### config.mk
export PLATFORM = sky130hd
export DESIGN_NAME = ps2_host_tx
export DESIGN_NICKNAME = d
export VERILOG_FILES = /design/src/rtl/ps2_host_tx.sv
export SDC_FILE = /design/constraint.sdc
export NUM_CORES = 1
export LEC_CHECK = 0
export CAP_MARGIN = 20
export CORE_MARGIN = 3
export CORE_UTILIZATION = 45
export CTS_CLUSTER_SIZE = 28
export DETAILED_ROUTE_END_ITERATION = 6
export MAX_ROUTING_LAYER = met4
export PLACE_DENSITY = 0.72
export SLEW_MARGIN = 15
export SYNTH_ARGS = -nofsm -noshare
export SYNTH_HDL_FRONTEND = slang
export SYNTH_SLANG_ARGS = --single-unit
### constraint.sdc
create_clock -name clk -period 4.2 [get_ports clk]
set_input_delay 1.05 -clock clk [delete_from_list [all_inputs] [get_ports clk]]
set_output_delay 1.05 -clock clk [all_outputs]
set_load 0.03 [all_outputs]
### src/rtl/ps2_host_tx.sv
// ps2_host_tx: host-to-device PS/2 command transmitter.
// Inhibits the bus, issues a request-to-send, then shifts an 8-bit command
// plus odd parity out on device-generated clock falls and checks the ack.
// Optional feature macro: PS2_TX_RETRY_EN (replay a failed frame twice more
// before reporting tx_err).
module ps2_host_tx #(
    parameter int INHIBIT_CYCLES = 10000,
    parameter int START_TIMEOUT  = 1500000,
    parameter int XFER_TIMEOUT   = 200000,
    parameter int FILTER_LEN     = 8
) (
    input  logic       clk,
    input  logic       rst,
    input  logic       ps2_clk_in,
    input  logic       ps2_data_in,
    input  logic       tx_valid,
    input  logic [7:0] tx_data,
    output logic       tx_ready,
    output logic       ps2_clk_oe,
    output logic       ps2_data_oe,
    output logic       busy,
    output logic       tx_done,
    output logic       tx_err
);

`ifdef PS2_TX_RETRY_EN
    localparam logic [1:0] MAX_RETRY = 2'd2;
`else
    localparam logic [1:0] MAX_RETRY = 2'd0;
`endif

    localparam int FW = $clog2(FILTER_LEN + 1);

    typedef enum logic [2:0] {
        S_IDLE, S_INHIBIT, S_REQ, S_WAIT_FIRST, S_SHIFT, S_ACK, S_WAIT_IDLE, S_ERR
    } state_t;

    logic          clk_s1_q, clk_s2_q, dat_s1_q, dat_s2_q;
    logic          filt_q, filt_d;
    logic [FW-1:0] fcnt_q, fcnt_d;
    logic          fall;

    state_t        state_q, state_d;
    logic [31:0]   tmr_q, tmr_d;
    logic [3:0]    idx_q, idx_d;
    logic [8:0]    frame_q, frame_d;
    logic [1:0]    try_q, try_d;

    // Clock debounce: a new level is taken only after FILTER_LEN consecutive
    // samples disagree with the current filtered level.
    always_comb begin
        filt_d = filt_q;
        fcnt_d = '0;
        if (clk_s2_q != filt_q) begin
            if (fcnt_q == FW'(FILTER_LEN - 1))
                filt_d = clk_s2_q;
            else
                fcnt_d = fcnt_q + 1'b1;
        end
        fall = filt_q & ~filt_d;
    end

    // Synchronizers and filter state; idle bus level is high so reset to 1.
    always_ff @(posedge clk or posedge rst) begin
        if (rst) begin
            clk_s1_q <= 1'b1;
            clk_s2_q <= 1'b1;
            dat_s1_q <= 1'b1;
            dat_s2_q <= 1'b1;
            filt_q   <= 1'b1;
            fcnt_q   <= '0;
        end else begin
            clk_s1_q <= ps2_clk_in;
            clk_s2_q <= clk_s1_q;
            dat_s1_q <= ps2_data_in;
            dat_s2_q <= dat_s1_q;
            filt_q   <= filt_d;
            fcnt_q   <= fcnt_d;
        end
    end

    // Transfer FSM: next state, timers and pad enables.
    always_comb begin
        state_d     = state_q;
        tmr_d       = tmr_q + 32'd1;
        idx_d       = idx_q;
        frame_d     = frame_q;
        try_d       = try_q;
        tx_ready    = 1'b0;
        ps2_clk_oe  = 1'b0;
        ps2_data_oe = 1'b0;
        busy        = 1'b1;
        tx_done     = 1'b0;
        tx_err      = 1'b0;
        case (state_q)
            S_IDLE: begin
                busy     = 1'b0;
                tx_ready = 1'b1;
                tmr_d    = '0;
                if (tx_valid) begin
                    frame_d = {~^tx_data, tx_data};
                    try_d   = '0;
                    state_d = S_INHIBIT;
                end
            end
            // The REQ cycle is the last cycle of the clock-low window, so the
            // clock is pulled low for exactly INHIBIT_CYCLES cycles in total.
            S_INHIBIT: begin
                ps2_clk_oe = 1'b1;
                if (tmr_q == 32'(INHIBIT_CYCLES - 2))
                    state_d = S_REQ;
            end
            S_REQ: begin
                ps2_clk_oe  = 1'b1;
                ps2_data_oe = 1'b1;
                tmr_d       = '0;
                state_d     = S_WAIT_FIRST;
            end
            // Start bit (data low) is held until the device's first fall.
            S_WAIT_FIRST: begin
                ps2_data_oe = 1'b1;
                if (fall) begin
                    idx_d   = '0;
                    tmr_d   = '0;
                    state_d = S_SHIFT;
                end else if (tmr_q == 32'(START_TIMEOUT - 1)) begin
                    state_d = S_ERR;
                end
            end
            S_SHIFT: begin
                ps2_data_oe = ~frame_q[idx_q];
                if (fall) begin
                    if (idx_q == 4'd8)
                        state_d = S_ACK;
                    else
                        idx_d = idx_q + 1'b1;
                end else if (tmr_q == 32'(XFER_TIMEOUT - 1)) begin
                    state_d = S_ERR;
                end
            end
            S_ACK: begin
                if (fall)
                    state_d = dat_s2_q ? S_ERR : S_WAIT_IDLE;
                else if (tmr_q == 32'(XFER_TIMEOUT - 1))
                    state_d = S_ERR;
            end
            S_WAIT_IDLE: begin
                if (filt_q && dat_s2_q) begin
                    tx_done = 1'b1;
                    state_d = S_IDLE;
                end else if (tmr_q == 32'(XFER_TIMEOUT - 1)) begin
                    state_d = S_ERR;
                end
            end
            S_ERR: begin
                tmr_d = '0;
                if (try_q != MAX_RETRY) begin
                    try_d   = try_q + 1'b1;
                    state_d = S_INHIBIT;
                end else begin
                    tx_err  = 1'b1;
                    state_d = S_IDLE;
                end
            end
            default: state_d = S_IDLE;
        endcase
    end

    // FSM registers.
    always_ff @(posedge clk or posedge rst) begin
        if (rst) begin
            state_q <= S_IDLE;
            tmr_q   <= '0;
            idx_q   <= '0;
            frame_q <= '0;
            try_q   <= '0;
        end else begin
            state_q <= state_d;
            tmr_q   <= tmr_d;
            idx_q   <= idx_d;
            frame_q <= frame_d;
            try_q   <= try_d;
        end
    end

endmodule

==> metrics.md <==
| Metric | Value |
|---|---|
| Run status | `complete, no violations` |
| Yosys warns | `0` |
| Final Cell Area | `0.00366 sq mm` |
| Synth cell types | `49` |
| CP max stage delay | `0.69 ns` |
| Worst setup SP type | `flop` |
| Syn avg cell area | `10.3 sq um` |
| Post-Syn Area | `0.00318 sq mm` |
| Area Growth Syn to Fin | `14.8%` |
| Drt pass-1 iters | `5` |
| Post-route setup slack | `0.636 ns` |
| Placed instance area | `0.00346 sq mm` |
| Asr flop ratio synth | `1.00` |
| DR DRC count | `0` |
| Worst Path Arrival | `2.51 ns` |
| Sequential fraction of the synthesis area | `0.466` |
| Die width | `90.1 microns` |
| Vias in the first global route | `2280` |
| Starting DRT DRC Count | `111` |
| Worst slack, placed | `1.02 ns` |
| Pwr per Cell Area | `490 mW/mm^2` |
| Worst min path class | `flop to flop` |
| Top delay family on crit path | `buffers and inverters` |
| Root buf cell | `clkbuf_8` |
| Primary FF master, synth | `dfrtp_1` |
| Sink Count | `59` |
| Leading cell type in the layout, fill and taps excluded | `dfrtp_1` |
| Critical Path RT | `3.15 ns` |
| Vias post-DR | `2278` |
| Postcts setup bufs | `0` |
| Port-buffer cells | `18` |
| Max IR drop VDD | `0.162 mV` |
| Number of fill cells | `616` |
| Initial Util | `0.466` |
| Hold EP | `dat_s2_q` |
| First-pass GRT wire length | `10800 microns` |
| Worst R2R End | `tmr_q[30]` |
| Most frequent cells in the layout | `dfrtp_1 (54), nor2_1 (50), xor2_1 (24)` |
| Fin crit period | `3.56 ns` |
| Layout Nets | `351` |
| Crit-path max FO | `15` |
| PostCTS Resize Cnt | `0` |
| CTS Buf Count | `9` |
| Final hold violation count | `0` |
| CTS tree | `built` |
| Grt ovf | `0` |
| Die area | `0.00812 sq mm` |
| Max Cap Violations | `0` |
| RSZ-0062 raised after global routing | `false` |
| Fin. max-slew vios | `0` |
| Worst slew pin tran | `0.597 ns` |
| Post-layout util | `0.535` |
| Critical R2R Launch | `tmr_q[0]` |
| Initial antenna violation count | `0` |
| Hold Crit Depth | `0` |
| Clock-pin slew on the worst setup and hold paths | `0.07 ns` |
| Worst-case reg-to-reg path depth | `6` |
| Setup violators final | `0` |
| Core area | `0.00683 sq mm` |
| Worst setup EP type | `output pin` |
| Dpl hpwl | `4280 microns` |
| Worst Skew | `0.00879 ns` |
| Gpl congestion | `0.810` |
| Worst-path cell chain | `or3b_2, a41oi_1, o21ai_0, o21ai_0, clkdlybuf4s50_1` |
| Crit Path Class | `flop to output pin` |
| Hold buffer count at cts | `0` |
| Synth Register Bits | `59` |
| Pin count of the biggest net entering global routing | `32` |
| Final WL | `6100 microns` |
| Leakage power | `0.00160 uW` |
| H-tree Lvls | `3` |
| CTS Buffer Depth | `2` |
| Crit path max-delay cell type | `clkdlybuf4s50_1` |
| Setup TNS | `0 ns` |
| GRT Util Overall | `0.169` |
| Clk_lat worst skew | `0.35 ns` |
| Post-Syn Nets | `328` |
| Slew margin rel. | `0.601` |
| Row count | `30` |
| Fmax | `0.281 GHz` |
| Worst hold start | `dat_s1_q` |
| # IOs | `19` |
| Die H | `90.1 microns` |
| Crit path top cell by count | `o21ai_0` |
| Via-per-instance ratio | `5.26` |
| Worst path bufs/invs | `1` |
| Ratio of cells with drive above 1 in the final layout | `0.148` |
| Wire per inst | `14.1 microns` |
| Fin crit share | `0.849` |
| Flop-to-flop setup slack | `2.01 ns` |
| DRT antenna net count | `0` |
| EDFF count, synth | `0` |
| Ant diodes | `0` |
| Synth Instances | `309` |
## worst reg2reg max path: stages, from the launching register on
cell     delay, ns
dfrtp_1       0.42
ha_1          0.29
inv_1         0.13
nor4_4        0.58
nand4_2       0.22
or3_1         0.34
a21oi_1       0.14
## synthesized netlist by cell type, types with 2 or more instances
| master | n | area (sq um) |
|---|---|---|
| xor2_1 | 24 | 210 |
| nor4bb_1 | 3 | 30.0 |
| and4_1 | 4 | 35.0 |
| mux2_2 | 12 | 135 |
| mux2i_1 | 3 | 30.0 |
| dfrtp_1 | 54 | 1350 |
| and2_1 | 2 | 12.5 |
| nor2_1 | 50 | 188 |
| and3_1 | 5 | 31.3 |
| o31ai_1 | 2 | 15.0 |
| xnor2_1 | 16 | 140 |
| dfstp_2 | 5 | 131 |
| nor4_4 | 2 | 42.5 |
| clkbuf_1 | 7 | 26.3 |
| nand3b_1 | 2 | 15.0 |
| mux4_2 | 2 | 45.0 |
| a21oi_1 | 7 | 35.0 |
| o21ai_0 | 7 | 35.0 |
| nor4_1 | 4 | 25.0 |
| or3_1 | 2 | 12.5 |
| and4_2 | 2 | 20.0 |
| ha_1 | 6 | 75.1 |
| inv_1 | 14 | 52.6 |
| a22o_1 | 2 | 17.5 |
| nor3_1 | 8 | 40.0 |
| nand2_1 | 11 | 41.3 |
| nand3_1 | 23 | 115 |
| nand4_1 | 7 | 43.8 |
| nor2b_1 | 2 | 12.5 |
| nand4_4 | 2 | 42.5 |
## worst max-delay path by stage
stage,from,slack [ns],end,depth (start not counted)
finish,state_q[0],0.64,ps2_data_oe,5
global route,state_q[0],0.54,ps2_data_oe,5
CTS,state_q[0],0.63,ps2_data_oe,5
detailed placement,state_q[0],1.02,ps2_data_oe,5
global placement,state_q[0],1.03,ps2_data_oe,5
floorplan,state_q[0],1.66,ps2_data_oe,4
## flip-flops by register name, indices dropped and copies added (netlist names)
| signal | count |
|---|---|
| clk_s1_q | 1 |
| clk_s2_q | 1 |
| dat_s1_q | 1 |
| dat_s2_q | 1 |
| fcnt_q | 4 |
| filt_q | 1 |
| frame_q | 9 |
| idx_q | 4 |
| state_q | 3 |
| tmr_q | 32 |
| try_q | 2 |
## metal layers
layer  up-vias  track usage  wire, microns
met5         -            -              0
met4         0       0.0740             95
met3        12       0.0410            273
met2        46        0.263           2980
met1      1094        0.210           2740
li1       1126            -              -
## power breakdown
group	switching, uW	leakage [uW]	internal, uW
clock network	226	0.0000991	287
registers	106	0.000776	666
logic	278	0.000726	230
total	610	0.00160	1180
## metrics by stage
stage / instances / hold WS (ns) / total power (uW)
floorplan: 309 / 0.345 / 1140
global placement: 417 / 0.348 / 1280
detailed placement: 417 / 0.349 / 1290
CTS: 433 / 0.359 / 1810
global route: 433 / 0.363 / 1910
finish: 433 / 0.357 / 1790
## area by class of cell
| type | count | area [sq um] | share of cell area |
|---|---|---|---|
| Clock inverter | 5 | 52.6 | 0.0144 |
| Tap cell | 96 | 120 | 0.0329 |
| Sequential cell | 59 | 1480 | 0.406 |
| Multi-Input combinational cell | 228 | 1610 | 0.441 |
| Timing Repair Buffer | 20 | 195 | 0.0534 |
| Clock buffer | 11 | 141 | 0.0387 |
| Inverter | 14 | 52.6 | 0.0144 |
## kinds of logic after synthesis
group,count (synthesis),share of synthesized area
simple gates,138,0.245
flops,59,0.466
xor+xnor,40,0.110
compound gates,27,0.0613
buf+inv,22,0.0283
mux,17,0.0660
fa+ha+maj,6,0.0236
Note: power is estimated with default switching activity, not from simulation.
